`src/rtl/tt_mux_pkg.sv`:
```
// Shared widths, bus field offsets and FSM encoding for the project mux controller.
package tt_mux_pkg;

    localparam int IW_W = 18;
    localparam int OW_W = 24;

    localparam int IW_CLK   = 0;
    localparam int IW_RST_N = 1;
    localparam int IW_UI    = 2;
    localparam int IW_UIO   = 10;

    localparam int OW_UO      = 0;
    localparam int OW_UIO_OUT = 8;
    localparam int OW_UIO_OE  = 16;

    typedef enum logic {
        ST_OFF = 1'b0,
        ST_ON  = 1'b1
    } mux_state_e;

endpackage

```
`src/rtl/tt_mux_ctrl_if.sv`:
```
// Controller <-> project wrapper bus: broadcast iw, one-hot ena, concatenated ow.
interface tt_mux_ctrl_if #(
    parameter int N_PROJ = 4
);
    logic [tt_mux_pkg::IW_W-1:0]        iw;
    logic [N_PROJ-1:0]                  ena;
    logic [N_PROJ*tt_mux_pkg::OW_W-1:0] ow;

    modport master (output iw, output ena, input ow);
    modport slave  (input iw, input ena, output ow);
endinterface

```
`src/rtl/tt_sync_edge.sv`:
```
// Multi-flop synchronizer for an async pin with a rise detector on the synchronized value.
module tt_sync_edge #(
    parameter int   STAGES  = 2,
    parameter logic RST_VAL = 1'b0
) (
    input  logic clk,
    input  logic rst,
    input  logic din,
    output logic dout,
    output logic rise
);
    logic [STAGES-1:0] sync_q, sync_d;
    logic              dly_q, dly_d;

    always_comb begin
        sync_d = {sync_q[STAGES-2:0], din};
        dly_d  = sync_q[STAGES-1];
    end

    always_ff @(posedge clk) begin
        if (rst) begin
            sync_q <= {STAGES{RST_VAL}};
            dly_q  <= RST_VAL;
        end else begin
            sync_q <= sync_d;
            dly_q  <= dly_d;
        end
    end

    assign dout = sync_q[STAGES-1];
    assign rise = sync_q[STAGES-1] & ~dly_q;
endmodule

```
`src/rtl/tt_mux_ctrl.sv`:
```
// Project mux controller: decodes select/enable pins into a one-hot project enable
// and routes pad I/O to and from the selected project wrapper.
module tt_mux_ctrl
    import tt_mux_pkg::*;
#(
    parameter int N_PROJ      = 4,
    parameter int ADDR_W      = 5,
    parameter int SYNC_STAGES = 2
) (
    input  logic              clk,
    input  logic              rst,
    input  logic              ctrl_sel_rst_n,
    input  logic              ctrl_sel_inc,
    input  logic              ctrl_ena,
    input  logic              pad_clk,
    input  logic              pad_rst_n,
    input  logic [7:0]        pad_ui_in,
    input  logic [7:0]        pad_uio_in,
    tt_mux_ctrl_if.master     bus,
    output logic [7:0]        pad_uo_out,
    output logic [7:0]        pad_uio_out,
    output logic [7:0]        pad_uio_oe,
    output logic [ADDR_W-1:0] sel_addr,
    output logic              sel_valid
);
    logic sel_rst_n_s, inc_s, ena_s;
    logic sel_rst_rise, inc_rise, ena_rise;
    logic unused_rise;

    // Select-reset syncs to 0 so the address is held cleared until the pin is seen high.
    tt_sync_edge #(.STAGES(SYNC_STAGES), .RST_VAL(1'b0)) u_sync_sel_rst (
        .clk(clk), .rst(rst), .din(ctrl_sel_rst_n), .dout(sel_rst_n_s), .rise(sel_rst_rise)
    );
    tt_sync_edge #(.STAGES(SYNC_STAGES), .RST_VAL(1'b0)) u_sync_inc (
        .clk(clk), .rst(rst), .din(ctrl_sel_inc), .dout(inc_s), .rise(inc_rise)
    );
    tt_sync_edge #(.STAGES(SYNC_STAGES), .RST_VAL(1'b0)) u_sync_ena (
        .clk(clk), .rst(rst), .din(ctrl_ena), .dout(ena_s), .rise(ena_rise)
    );

    assign unused_rise = sel_rst_rise ^ ena_rise ^ inc_s;

    mux_state_e        state_q, state_d;
    logic [ADDR_W-1:0] addr_q, addr_d;
    logic [N_PROJ-1:0] ena_q, ena_d;

    assign sel_valid = (int'(addr_q) < N_PROJ);

    // Any address change drops to OFF in the same cycle, forcing a zero-ena gap.
    always_comb begin
        addr_d  = addr_q;
        state_d = state_q;
        ena_d   = '0;

        if (!sel_rst_n_s) begin
            addr_d = '0;
        end else if (inc_rise) begin
            addr_d = addr_q + 1'b1;
        end

        case (state_q)
            ST_OFF: if (ena_s && sel_rst_n_s && sel_valid && !inc_rise) state_d = ST_ON;
            ST_ON:  if (!ena_s || !sel_rst_n_s || inc_rise)             state_d = ST_OFF;
            default: state_d = ST_OFF;
        endcase

        if (state_d == ST_ON) begin
            for (int p = 0; p < N_PROJ; p++) begin
                ena_d[p] = (addr_d == ADDR_W'(p));
            end
        end
    end

    always_ff @(posedge clk) begin
        if (rst) begin
            state_q <= ST_OFF;
            addr_q  <= '0;
            ena_q   <= '0;
        end else begin
            state_q <= state_d;
            addr_q  <= addr_d;
            ena_q   <= ena_d;
        end
    end

    logic [OW_W-1:0] sel_ow;
    logic [IW_W-1:0] iw_w;
    logic            route_en;

    assign route_en = (state_q == ST_ON) && sel_valid;

    always_comb begin
        sel_ow = '0;
        for (int p = 0; p < N_PROJ; p++) begin
            if (addr_q == ADDR_W'(p)) sel_ow = bus.ow[p*OW_W +: OW_W];
        end
    end

    // Projects see clk and rst_n held low whenever nothing is enabled.
    always_comb begin
        iw_w = '0;
        if (state_q == ST_ON) begin
            iw_w[IW_CLK]      = pad_clk;
            iw_w[IW_RST_N]    = pad_rst_n;
            iw_w[IW_UI +: 8]  = pad_ui_in;
            iw_w[IW_UIO +: 8] = pad_uio_in;
        end
    end

    assign bus.iw      = iw_w;
    assign bus.ena     = ena_q;
    assign sel_addr    = addr_q;
    assign pad_uo_out  = route_en ? sel_ow[OW_UO +: 8]      : 8'h00;
    assign pad_uio_out = route_en ? sel_ow[OW_UIO_OUT +: 8] : 8'h00;
    assign pad_uio_oe  = route_en ? sel_ow[OW_UIO_OE +: 8]  : 8'h00;
endmodule

```
`src/flat_wrapper.sv`:
```
// flat-port wrapper written by rule: the top's interface ports become plain ports
module tt_mux_ctrl_flat import tt_mux_pkg::*;
#(
    parameter int N_PROJ      = 4,
    parameter int ADDR_W      = 5,
    parameter int SYNC_STAGES = 2
)
  (clk, rst, ctrl_sel_rst_n, ctrl_sel_inc, ctrl_ena, pad_clk, pad_rst_n, pad_ui_in, pad_uio_in, pad_uo_out, pad_uio_out, pad_uio_oe, sel_addr, sel_valid, bus_iw, bus_ena, bus_ow);
  tt_mux_ctrl_if #(.N_PROJ(N_PROJ)) bus_i ();
  input  logic clk;
  input  logic rst;
  input  logic ctrl_sel_rst_n;
  input  logic ctrl_sel_inc;
  input  logic ctrl_ena;
  input  logic pad_clk;
  input  logic pad_rst_n;
  input  logic [7:0] pad_ui_in;
  input  logic [7:0] pad_uio_in;
  output logic [7:0] pad_uo_out;
  output logic [7:0] pad_uio_out;
  output logic [7:0] pad_uio_oe;
  output logic [ADDR_W-1:0] sel_addr;
  output logic sel_valid;
  output wire logic [$bits(bus_i.iw)-1:0] bus_iw;
  output wire logic [$bits(bus_i.ena)-1:0] bus_ena;
  input wire logic [$bits(bus_i.ow)-1:0] bus_ow;
  assign bus_iw = bus_i.iw;
  assign bus_ena = bus_i.ena;
  assign bus_i.ow = bus_ow;
  tt_mux_ctrl #(.N_PROJ(N_PROJ), .ADDR_W(ADDR_W), .SYNC_STAGES(SYNC_STAGES)) u_core (.clk(clk), .rst(rst), .ctrl_sel_rst_n(ctrl_sel_rst_n), .ctrl_sel_inc(ctrl_sel_inc), .ctrl_ena(ctrl_ena), .pad_clk(pad_clk), .pad_rst_n(pad_rst_n), .pad_ui_in(pad_ui_in), .pad_uio_in(pad_uio_in), .bus(bus_i), .pad_uo_out(pad_uo_out), .pad_uio_out(pad_uio_out), .pad_uio_oe(pad_uio_oe), .sel_addr(sel_addr), .sel_valid(sel_valid));
endmodule
```
`config.mk`:
```
export PLATFORM = sky130hd
export DESIGN_NAME = tt_mux_ctrl_flat
export DESIGN_NICKNAME = d
export VERILOG_FILES = /design/src/rtl/tt_mux_pkg.sv /design/src/rtl/tt_mux_ctrl_if.sv /design/src/rtl/tt_sync_edge.sv /design/src/rtl/tt_mux_ctrl.sv /design/src/flat_wrapper.sv
export SDC_FILE = /design/constraint.sdc
export NUM_CORES = 1
export LEC_CHECK = 0
export CORE_MARGIN = 10
export CORE_UTILIZATION = 33
export DETAILED_ROUTE_END_ITERATION = 10
export GPL_TIMING_DRIVEN = 0
export PLACE_DENSITY = 0.85
export SETUP_SLACK_MARGIN = 0.1
export SLEW_MARGIN = 5
export SYNTH_ARGS = -nofsm -noshare
export SYNTH_HDL_FRONTEND = slang
export SYNTH_SLANG_ARGS = --single-unit
```
`constraint.sdc`:
```
create_clock -name clk -period 4.1 [get_ports clk]
set_clock_uncertainty 0.05 [all_clocks]
set_input_delay 0.82 -clock clk [delete_from_list [all_inputs] [get_ports clk]]
set_output_delay 0.82 -clock clk [all_outputs]
set_load 0.03 [all_outputs]
```
==> impl_metrics.tcl <==
set metrics [dict create \
    status "finished, final reports clean" \
    cts_setup_buffers 0 \
    yosys_warnings 0 \
    grt_setup_unrepaired "false" \
    period_needed_ns 3.61 \
    cts_buffer_depth 2 \
    n_antenna_cell 0 \
    cts.sinks 17 \
    r2r-end "u_core.bus.ena[1]$_SDFF_PP0_" \
    rrSetupSlack_ns 2.31 \
    hpwl_mm 7.28 \
    antenna_found_initial 0 \
    cp.required_ns 3.23 \
    synth_seq_area_share 0.186 \
    initial_core_util 0.337 \
    grt_overflow 0 \
    ys_types 41 \
    clk_latency_ns 0.25 \
    cp.arrival_ns 2.74 \
    worstMarginPinSlew_ns 0.411 \
    ir_drop_mv 0.200 \
    multi_input_area_um2 1300 \
    fmax_mhz 277 \
    synth_top_cell_by_area "dfxtp_1" \
    port_buffers 170 \
    pin_count 171 \
    post-route-drc-count 0 \
    async_reset_ff_frac 0 \
    max_slew_margin 0.724 \
    grt_max_degree 11 \
    holdPathStages 1 \
    dr.pass1.iters 4 \
    drive_gt1_frac 0.244 \
    leakage_nw 1.19 \
    numCtsBuffers 3 \
    setup_tns_ns 0 \
    reg2reg_from "u_core.sel_addr[0]$_SDFF_PP0_" \
    routedWlPerCell_um 20.1 \
    clockRootBuffer "clkbuf_8" \
    syn-num-nets 301 \
    syn_inst 178 \
    fillers 441 \
    via_per_inst 5.16 \
    die_h_um 94.5 \
    core-area_um2 5440 \
    grt_pass1_wl_mm 12.4 \
    hold_viol 0 \
    hp-class "flop to flop" \
    endpoint_kind "primary output" \
    first_iter_violations 35 \
    grt_pass1_vias 2133 \
    design.die.area_um2 8930 \
    synth-edff-count 0 \
    slew_violations 0 \
    fp.dieW_um 94.5 \
    syn_area_per_cell_um2 10.3 \
    clk_pin_slew_ns 0.06 \
    worstHoldStart "u_core.u_sync_inc.sync_q[0]$_SDFF_PP0_" \
    area_growth_syn_to_layout_pct 100 \
    cts_tree "yes" \
    drt_wl_total_mm 8.54 \
    p_per_area_nw_per_um2 122 \
    min_to "u_core.u_sync_inc.sync_q[1]$_SDFF_PP0_" \
    setup_violations 0 \
    crit_path_start_kind "flop" \
    vias 2187 \
    r2r_cells 5 \
    stdcell_count 424 \
    regArea_um2 340 \
    cap_violations 0 \
    grtUsageTotal 0.173 \
    cts_hold_buffers 0 \
    synth_flop_cell "dfxtp_1" \
    crit_type "flop to primary output" \
    ant_nets 0 \
    rows 27 \
    place_inst 420 \
    synth_seq_cells 17 \
    finalCritPeriodShare 0.881 \
    nets 476 \
    synth.top_cell.area_share 0.186 \
    place_congestion 0.863 \
    cts_max_level 1 \
    cts_resized 0 \
    crit_fanout 10 \
    synth.area.top_cells "dfxtp_1 19%, o221ai_2 16%, a22oi_2 14%" \
    synth_area_um2 1830 \
]
-- synth_stat cells, types with 2 or more instances --
| master | instances |
|---|---|
| inv_1 | 3 |
| buf_2 | 6 |
| o21ai_1 | 3 |
| nor3_1 | 2 |
| a22oi_1 | 4 |
| o221ai_2 | 20 |
| a22oi_2 | 20 |
| and2_1 | 20 |
| buf_12 | 4 |
| a21oi_2 | 20 |
| clkbuf_1 | 3 |
| nand2b_1 | 2 |
| ha_1 | 4 |
| buf_6 | 4 |
| dfxtp_1 | 17 |
| o221ai_1 | 4 |
| or3_1 | 2 |
| nand2_1 | 4 |
| nor2b_1 | 8 |
| a21oi_1 | 7 |
-- worst max-delay path by stage --
| stage | startpoint | to | slack, ns | cells past startpoint |
|---|---|---|---|---|
| finish | u_core.sel_addr[0]$_SDFF_PP0_ | pad_uio_oe[0] | 0.49 | 7 |
| global route | u_core.sel_addr[0]$_SDFF_PP0_ | pad_uio_oe[0] | 0.31 | 7 |
| CTS | u_core.sel_addr[0]$_SDFF_PP0_ | pad_uio_oe[0] | 0.47 | 7 |
| detailed placement | u_core.sel_addr[0]$_SDFF_PP0_ | pad_uio_oe[0] | 0.77 | 7 |
| global placement | u_core.sel_addr[0]$_SDFF_PP0_ | pad_uio_oe[0] | 0.82 | 7 |
| floorplan | u_core.sel_addr[0]$_SDFF_PP0_ | pad_uio_oe[0] | 1.22 | 6 |
-- final cells by class --
type | count | share of cell area
plain buffers | 18 | 0.0474
inverters | 4 | 0.00409
clock buffers | 4 | 0.0123
flip-flops and latches | 17 | 0.0928
repair buffers | 170 | 0.464
well taps | 72 | 0.0246
multi-input cells | 139 | 0.355
-- state kept, by name (all words and copies together), names as in the netlist --
register	flops
u_core.bus.ena	4
u_core.sel_addr	5
u_core.state_q	1
u_core.u_sync_ena.sync_q	2
u_core.u_sync_inc.dly_q	1
u_core.u_sync_inc.sync_q	2
u_core.u_sync_sel_rst.sync_q	2
-- report_power, final --
group	total (mW)	switching (mW)	internal, mW	leakage [nW]
clock network	0.121	0.0524	0.0689	0.0228
logic	0.157	0.0406	0.117	1.03
registers	0.170	0.00209	0.168	0.138
-- critical path, cell delays in order, from the launching register on --
cell and delay (ns):
dfxtp_1 0.47, ha_1 0.28, clkinv_1 0.23, nand3_2 0.20, buf_2 0.32, o221ai_1 0.17
a21oi_1 0.13, clkdlybuf4s50_1 0.70
-- metal layers --
layer	vias up	global-route usage	wire length, µm
li1	1049	-	-
met1	1035	0.203	3440
met2	97	0.310	4330
met3	6	0.0468	697
met4	0	0.0287	72
met5	-	0	0
-- cell families (layout without fill, tap and decap cells) --
logic type	after synthesis	in the layout	synth area share
and+or+nand+nor	50	50	0.178
buffers and inverters	22	196	0.103
DFF	17	17	0.186
AOI/OAI and AO/OA	83	83	0.492
adders and majority gates	4	4	0.0273
muxes	1	1	0.00820
xor gates and xnor gates	1	1	0.00479
-- stage by stage --
stage | hold slack [ns] | setup slack (ns) | power (mW) | instance area (µm²) | utilization
after floorplan | 0.364 | 1.22 | 0.204 | 1830 | -
after global placement | 0.367 | 0.820 | 0.328 | 3620 | 0.666
after detailed placement | 0.387 | 0.771 | 0.331 | 3620 | 0.666
after CTS | 0.401 | 0.474 | 0.451 | 3670 | 0.674
after global routing | 0.403 | 0.312 | 0.468 | 3670 | 0.674
final | 0.397 | 0.488 | 0.449 | 3670 | 0.674
-- layout by cell type (no fill, tap or decap), types with 2 or more instances in the layout --
cell type / count
clkdlybuf4s50_1: 170
inv_1: 3
buf_2: 6
a22oi_1: 4
clkbuf_8: 3
o221ai_1: 4
nand2_1: 4
buf_12: 4
clkbuf_1: 4
ha_1: 4
or3_1: 2
buf_6: 4
a21oi_1: 7
dfxtp_1: 17
nor2b_1: 8
a22oi_2: 20
nor3_1: 2
o221ai_2: 20
o21ai_1: 3
nand2b_1: 2
and2_1: 20
a21oi_2: 20
No activity file was read; power rests on OpenSTA's default activity.
